**src/rtl/text_write_scheduler.sv**
```systemverilog
// -----------------------------------------------------------------------------
// text_write_scheduler
//   The only driver of the text RAM write port that feeds text_pixel_generator.
//   Three sources compete for that port:
//     * host   - random-address writes (valid/ready)
//     * stream - characters written at an auto-incrementing cursor (valid/ready)
//     * fill   - internal engine that writes one character code to every cell
//   While a fill runs it owns the port exclusively. Otherwise host and stream
//   share the port round-robin, with at most one grant per cycle.
//
// Ports
//   clk, reset                      single clock, synchronous active-high reset
//   host_wr_valid/ready/addr/data   host write channel
//   strm_valid/ready/data           cursor stream channel
//   cursor_set, cursor_set_addr     cursor load pulse and its value
//   cursor_addr                     current cursor
//   fill_start, fill_char           fill trigger pulse and its character
//   fill_busy, fill_done            fill in progress / pulse with the last fill write
//   text_wr_ena/addr/data           registered text RAM write port
// -----------------------------------------------------------------------------
module text_write_scheduler #(
  parameter int TEXT_WIDTH  = 60,
  parameter int TEXT_HEIGHT = 20,
  parameter int TEXT_LEN    = TEXT_WIDTH * TEXT_HEIGHT,
  parameter int ADDR_W      = 13
) (
  input  logic              clk,
  input  logic              reset,
  input  logic              host_wr_valid,
  output logic              host_wr_ready,
  input  logic [ADDR_W-1:0] host_wr_addr,
  input  logic [7:0]        host_wr_data,
  input  logic              strm_valid,
  output logic              strm_ready,
  input  logic [7:0]        strm_data,
  input  logic              cursor_set,
  input  logic [ADDR_W-1:0] cursor_set_addr,
  output logic [ADDR_W-1:0] cursor_addr,
  input  logic              fill_start,
  input  logic [7:0]        fill_char,
  output logic              fill_busy,
  output logic              fill_done,
  output logic              text_wr_ena,
  output logic [ADDR_W-1:0] text_wr_addr,
  output logic [7:0]        text_wr_data
);

  localparam logic [ADDR_W-1:0] LAST_ADDR = ADDR_W'(TEXT_LEN - 1);
  localparam logic [ADDR_W-1:0] ZERO_ADDR = {ADDR_W{1'b0}};

  typedef enum logic [0:0] {
    ST_IDLE = 1'b0,
    ST_FILL = 1'b1
  } state_t;

  state_t            state_r,     state_s;
  logic [ADDR_W-1:0] fill_cnt_r,  fill_cnt_s;
  logic [7:0]        fill_char_r, fill_char_s;
  logic [ADDR_W-1:0] cursor_r,    cursor_s;
  // 1: host wins the next tie, 0: stream wins it
  logic              rr_host_r,   rr_host_s;
  logic              wr_ena_r,    wr_ena_s;
  logic [ADDR_W-1:0] wr_addr_r,   wr_addr_s;
  logic [7:0]        wr_data_r,   wr_data_s;
  logic              fill_done_r, fill_done_s;
  logic              fill_busy_r;
  logic              host_grant_s;
  logic              strm_grant_s;

  assign host_wr_ready = host_grant_s;
  assign strm_ready    = strm_grant_s;
  assign cursor_addr   = cursor_r;
  assign fill_busy     = fill_busy_r;
  assign fill_done     = fill_done_r;
  assign text_wr_ena   = wr_ena_r;
  assign text_wr_addr  = wr_addr_r;
  assign text_wr_data  = wr_data_r;

  // Next-state, arbitration and next write-port values.
  always_comb begin
    state_s      = state_r;
    fill_cnt_s   = fill_cnt_r;
    fill_char_s  = fill_char_r;
    rr_host_s    = rr_host_r;
    host_grant_s = 1'b0;
    strm_grant_s = 1'b0;
    wr_ena_s     = 1'b0;
    wr_addr_s    = wr_addr_r;   // address/data hold when nothing is written
    wr_data_s    = wr_data_r;
    fill_done_s  = 1'b0;
    cursor_s     = cursor_r;

    case (state_r)
      ST_IDLE: begin
        if (reset) begin
          // readies must stay low while reset is held
          state_s = ST_IDLE;
        end else if (fill_start) begin
          // the fill_start cycle grants nobody
          state_s     = ST_FILL;
          fill_char_s = fill_char;
          fill_cnt_s  = ZERO_ADDR;
        end else if (host_wr_valid && strm_valid) begin
          host_grant_s = rr_host_r;
          strm_grant_s = ~rr_host_r;
        end else begin
          host_grant_s = host_wr_valid;
          strm_grant_s = strm_valid;
        end
      end
      ST_FILL: begin
        wr_ena_s  = 1'b1;
        wr_addr_s = fill_cnt_r;
        wr_data_s = fill_char_r;
        if (fill_cnt_r == LAST_ADDR) begin
          state_s     = ST_IDLE;
          fill_cnt_s  = ZERO_ADDR;
          fill_done_s = 1'b1;
        end else begin
          fill_cnt_s  = fill_cnt_r + ADDR_W'(1);
        end
      end
      default: begin
        state_s = ST_IDLE;
      end
    endcase

    if (host_grant_s) begin
      rr_host_s = 1'b0;
      // out-of-range host writes complete the handshake but never reach the RAM
      if (host_wr_addr <= LAST_ADDR) begin
        wr_ena_s  = 1'b1;
        wr_addr_s = host_wr_addr;
        wr_data_s = host_wr_data;
      end else begin
        wr_ena_s  = 1'b0;
      end
    end else if (strm_grant_s) begin
      rr_host_s = 1'b1;
      wr_ena_s  = 1'b1;
      wr_addr_s = cursor_r;
      wr_data_s = strm_data;
    end else begin
      rr_host_s = rr_host_r;
    end

    // Priority: fill completion > cursor load > stream increment.
    // The stream write above already used the old cursor.
    if (fill_done_s) begin
      cursor_s = ZERO_ADDR;
    end else if (cursor_set) begin
      cursor_s = (cursor_set_addr <= LAST_ADDR) ? cursor_set_addr : ZERO_ADDR;
    end else if (strm_grant_s) begin
      cursor_s = (cursor_r == LAST_ADDR) ? ZERO_ADDR : cursor_r + ADDR_W'(1);
    end else begin
      cursor_s = cursor_r;
    end
  end

  // State, cursor and registered write-port outputs.
  always_ff @(posedge clk) begin
    if (reset) begin
      state_r     <= ST_IDLE;
      fill_cnt_r  <= ZERO_ADDR;
      fill_char_r <= 8'h00;
      cursor_r    <= ZERO_ADDR;
      rr_host_r   <= 1'b1;
      wr_ena_r    <= 1'b0;
      wr_addr_r   <= ZERO_ADDR;
      wr_data_r   <= 8'h00;
      fill_done_r <= 1'b0;
      fill_busy_r <= 1'b0;
    end else begin
      state_r     <= state_s;
      fill_cnt_r  <= fill_cnt_s;
      fill_char_r <= fill_char_s;
      cursor_r    <= cursor_s;
      rr_host_r   <= rr_host_s;
      wr_ena_r    <= wr_ena_s;
      wr_addr_r   <= wr_addr_s;
      wr_data_r   <= wr_data_s;
      fill_done_r <= fill_done_s;
      fill_busy_r <= (state_s == ST_FILL);
    end
  end

endmodule

```
**config.mk**
```make
export PLATFORM = sky130hd
export DESIGN_NAME = text_write_scheduler
export DESIGN_NICKNAME = d
export VERILOG_FILES = /design/src/rtl/text_write_scheduler.sv
export SDC_FILE = /design/constraint.sdc
export NUM_CORES = 1
export LEC_CHECK = 0
export CELL_PAD_IN_SITES_DETAIL_PLACEMENT = 1
export CELL_PAD_IN_SITES_GLOBAL_PLACEMENT = 2
export CORE_ASPECT_RATIO = 0.6
export CORE_MARGIN = 2
export CORE_UTILIZATION = 27
export DETAILED_ROUTE_END_ITERATION = 10
export GPL_ROUTABILITY_DRIVEN = 0
export PLACE_DENSITY = 0.89
export SKIP_CTS_REPAIR_TIMING = 1
export SYNTH_ARGS = -nofsm -noshare
export SYNTH_HDL_FRONTEND = slang
export SYNTH_SLANG_ARGS = --single-unit
```
**constraint.sdc**
```tcl
create_clock -name clk -period 2.26 [get_ports clk]
set_input_delay 0.339 -clock clk [delete_from_list [all_inputs] [get_ports clk]]
set_output_delay 0.339 -clock clk [all_outputs]
set_load 0.02 [all_outputs]
```
==> out/results.tsv <==
metric	value	unit
H-tree levels	3	
Post-synth EDFFs	0	
highest-count cells in the layout ignoring fill and taps	clkdlybuf4s50_1 (92), dfxtp_1 (59), nand2_1 (41)	
count of different cell masters after synthesis	59	
cell count after synthesis	362	
Pre-antenna DRT Iters	4	
Crit. End Element	primary output	
Clock Skew	0.005738	ns
CORE AREA	11370	sq um
Worst R2R Path Depth	7	
CP Max Fanout	46	
CP max stage delay	0.70	ns
Max-slew headroom	0.6733	
Antenna Nets Post-Route	0	
asr flop ratio synth	0	
crit path from	fill_busy	
CP Cell Sequence	buf_6 -> clkdlybuf4s50_1	
die extent in y	87.91	um
Setup TNS Final	0	ns
max-cap viol count	0	
initial antenna violation count	0	
fin crit period	2.113	ns
Synth Warn #	0	
die footprint	12640	sq um
final hold violation count	0	
final setup fails	0	
total global-route track usage	0.1933	
P_leak	1.773	nW
commonest non-fill, non-tap cell in the layout	clkdlybuf4s50_1	
number of global-route vias before repair	3479	
simple-gate share of the synthesized area	0.2504	
fmax	473.4	MHz
share of layout cells above drive strength 1	0.1333	
fin area	4772	sq um
first-pass GRT wire length	18710	um
CP startpoint kind	flop	
critical path data arrival time	1.77	ns
die width	143.8	um
syn avg cell area	8.751	sq um
reg2reg setup slack	0.27	ns
RSZ-0062 raised after global routing	false	
HP Start	fill_char_r[3]	
Critical Path RT	1.92	ns
synthesized-area fraction occupied by adder cells	0.007899	
Routed WL per cell	17.88	um
total CTS buffers	9	
TritonCTS clock tree	yes	
synth-to-layout area growth	50.63	%
DRC Markers	0	
kind of critical path	flop to primary output	
ys flop type	dfxtp_1	
Max Slew Vio Count	0	
Post-Syn Area	3168	sq um
Ports	95	
post-synthesis sequential area ratio	0.3728	
FF-to-FF End	fill_cnt_r[4]	
slowest CP cell	clkdlybuf4s50_1	
HPWL Detailed	8553	um
Max IR drop VDD	337.6	uV
Starting Density	0.2785	
hold_ws	0.5062	ns
Post-Route WL	11440	um
Overflow after GRT	0	
post-synthesis mux area share	0.05687	
main combinational cell family by area after synthesis	compound AO/OA/AOI/OAI gates	
CTS Buffer Depth	2	
worst-margin pin slew	0.4901	ns
clk root buf	clkbuf_16	
fin crit share	0.9348	
Area after DPL	4441	sq um
synthesized flop and latch total	59	
largest net degree at the start of global routing	47	
DR iter-0 viols	104	
vias per inst	5.088	
power per cell area	608.3	nW/um^2
nets	533	
reg-to-reg startpoint	fill_cnt_r[0]	
clk_lat worst skew	0.33	ns
Rows	30	
clock sinks	59	
ant diodes	0	
post-synthesis compound-gate area fraction	0.2512	
Hold WC Path Type	flop to flop	
clk slew on worst S/H paths	0.05	ns
xor and xnor area share after synthesis	0.01935	
syn_nets	420	
status	completed	
Buffers on Ports	94	
Via Count	3256	
Worst Setup EP	fill_busy	
==> where the power goes <==
group | internal [mW] | leakage, nW | total (mW) | switching (mW)
Sequential | 1.08 | 0.479 | 1.10 | 0.0286
Clock | 0.876 | 0.145 | 1.36 | 0.488
Combinational | 0.225 | 1.15 | 0.434 | 0.209
Total | 2.18 | 1.77 | 2.90 | 0.726
==> stage by stage <==
step / instances / setup WS [ns] / power, mW / utilization
after floorplan: 362 / 0.4090 / 1.315 / -
final: 640 / 0.1475 / 2.903 / 0.4196
after global placement: 623 / -0.07041 / 1.538 / 0.3904
after global routing: 640 / 0.06515 / 3.020 / 0.4196
after detailed placement: 623 / -0.1417 / 1.550 / 0.3904
after CTS: 639 / -0.1160 / 2.933 / 0.4164
==> logic make-up (layout without fill, tap and decap cells) <==
kind of cell	after synthesis	after routing
flops	59	59
compound gates	109	109
xor+xnor	7	7
fa+ha+maj	2	2
buf+inv	25	143
mux	18	18
simple gates	142	142
==> worst min path at each step <==
stage / end / slack, ns / cells after the start
after floorplan: fill_char_r[6] / 0.45 / 2
after global placement: fill_char_r[6] / 0.47 / 2
after detailed placement: fill_char_r[6] / 0.49 / 2
after CTS: fill_char_r[3] / 0.51 / 2
after global routing: fill_char_r[6] / 0.54 / 2
final: fill_char_r[3] / 0.51 / 2
==> synthesized netlist by cell type, types with 3 or more instances <==
master / instances / area (sq um)
clkbuf_1: 10 / 37.54
xnor2_1: 4 / 35.03
a21o_1: 3 / 22.52
a22o_1: 6 / 52.55
buf_4: 3 / 22.52
buf_6: 3 / 33.78
nor3b_1: 4 / 30.03
mux2i_1: 18 / 180.2
or3_1: 5 / 31.28
a211oi_1: 25 / 187.7
a31oi_1: 11 / 68.82
and4_1: 3 / 26.28
xor2_1: 3 / 26.28
a311oi_1: 6 / 52.55
a311oi_2: 5 / 75.07
and3_1: 7 / 43.79
dfxtp_1: 59 / 1181
a21oi_1: 23 / 115.1
nand3_1: 8 / 40.04
nor3_1: 3 / 15.01
nor2b_1: 20 / 125.1
nand4_1: 6 / 37.54
nand2_1: 41 / 153.9
o21ai_0: 15 / 75.07
nor2_1: 27 / 101.4
==> routing by layer <==
metal	wire length [um]	track usage
met5	0	0
met4	52	0.03298
met3	743	0.06670
met2	4845	0.2918
met1	5802	0.2711
==> critical path: cells and delay by family, from the launching register on <==
kind | cells | cell delay [ns]
buffers and inverters | 2 | 1.04
DFF | 1 | 0.39
==> state kept, by name, indices dropped and copies added, names as in the netlist <==
register	count
fill_busy	1
text_wr_data	8
text_wr_ena	1
fill_done	1
text_wr_addr	13
fill_cnt_r	13
rr_host_r	1
cursor_addr	13
fill_char_r	8
==> area by class of cell <==
class | count | area, sq um
Timing Repair Buffer | 123 | 1217
Sequential cell | 59 | 1181
Multi-Input combinational cell | 278 | 1863
Fill cell | 1310 | 6601
Tap cell | 160 | 200.2
Clock buffer | 11 | 242.7
Inverter | 4 | 15.01
Clock inverter | 5 | 52.55
No activity file was read; power rests on OpenSTA's default activity.
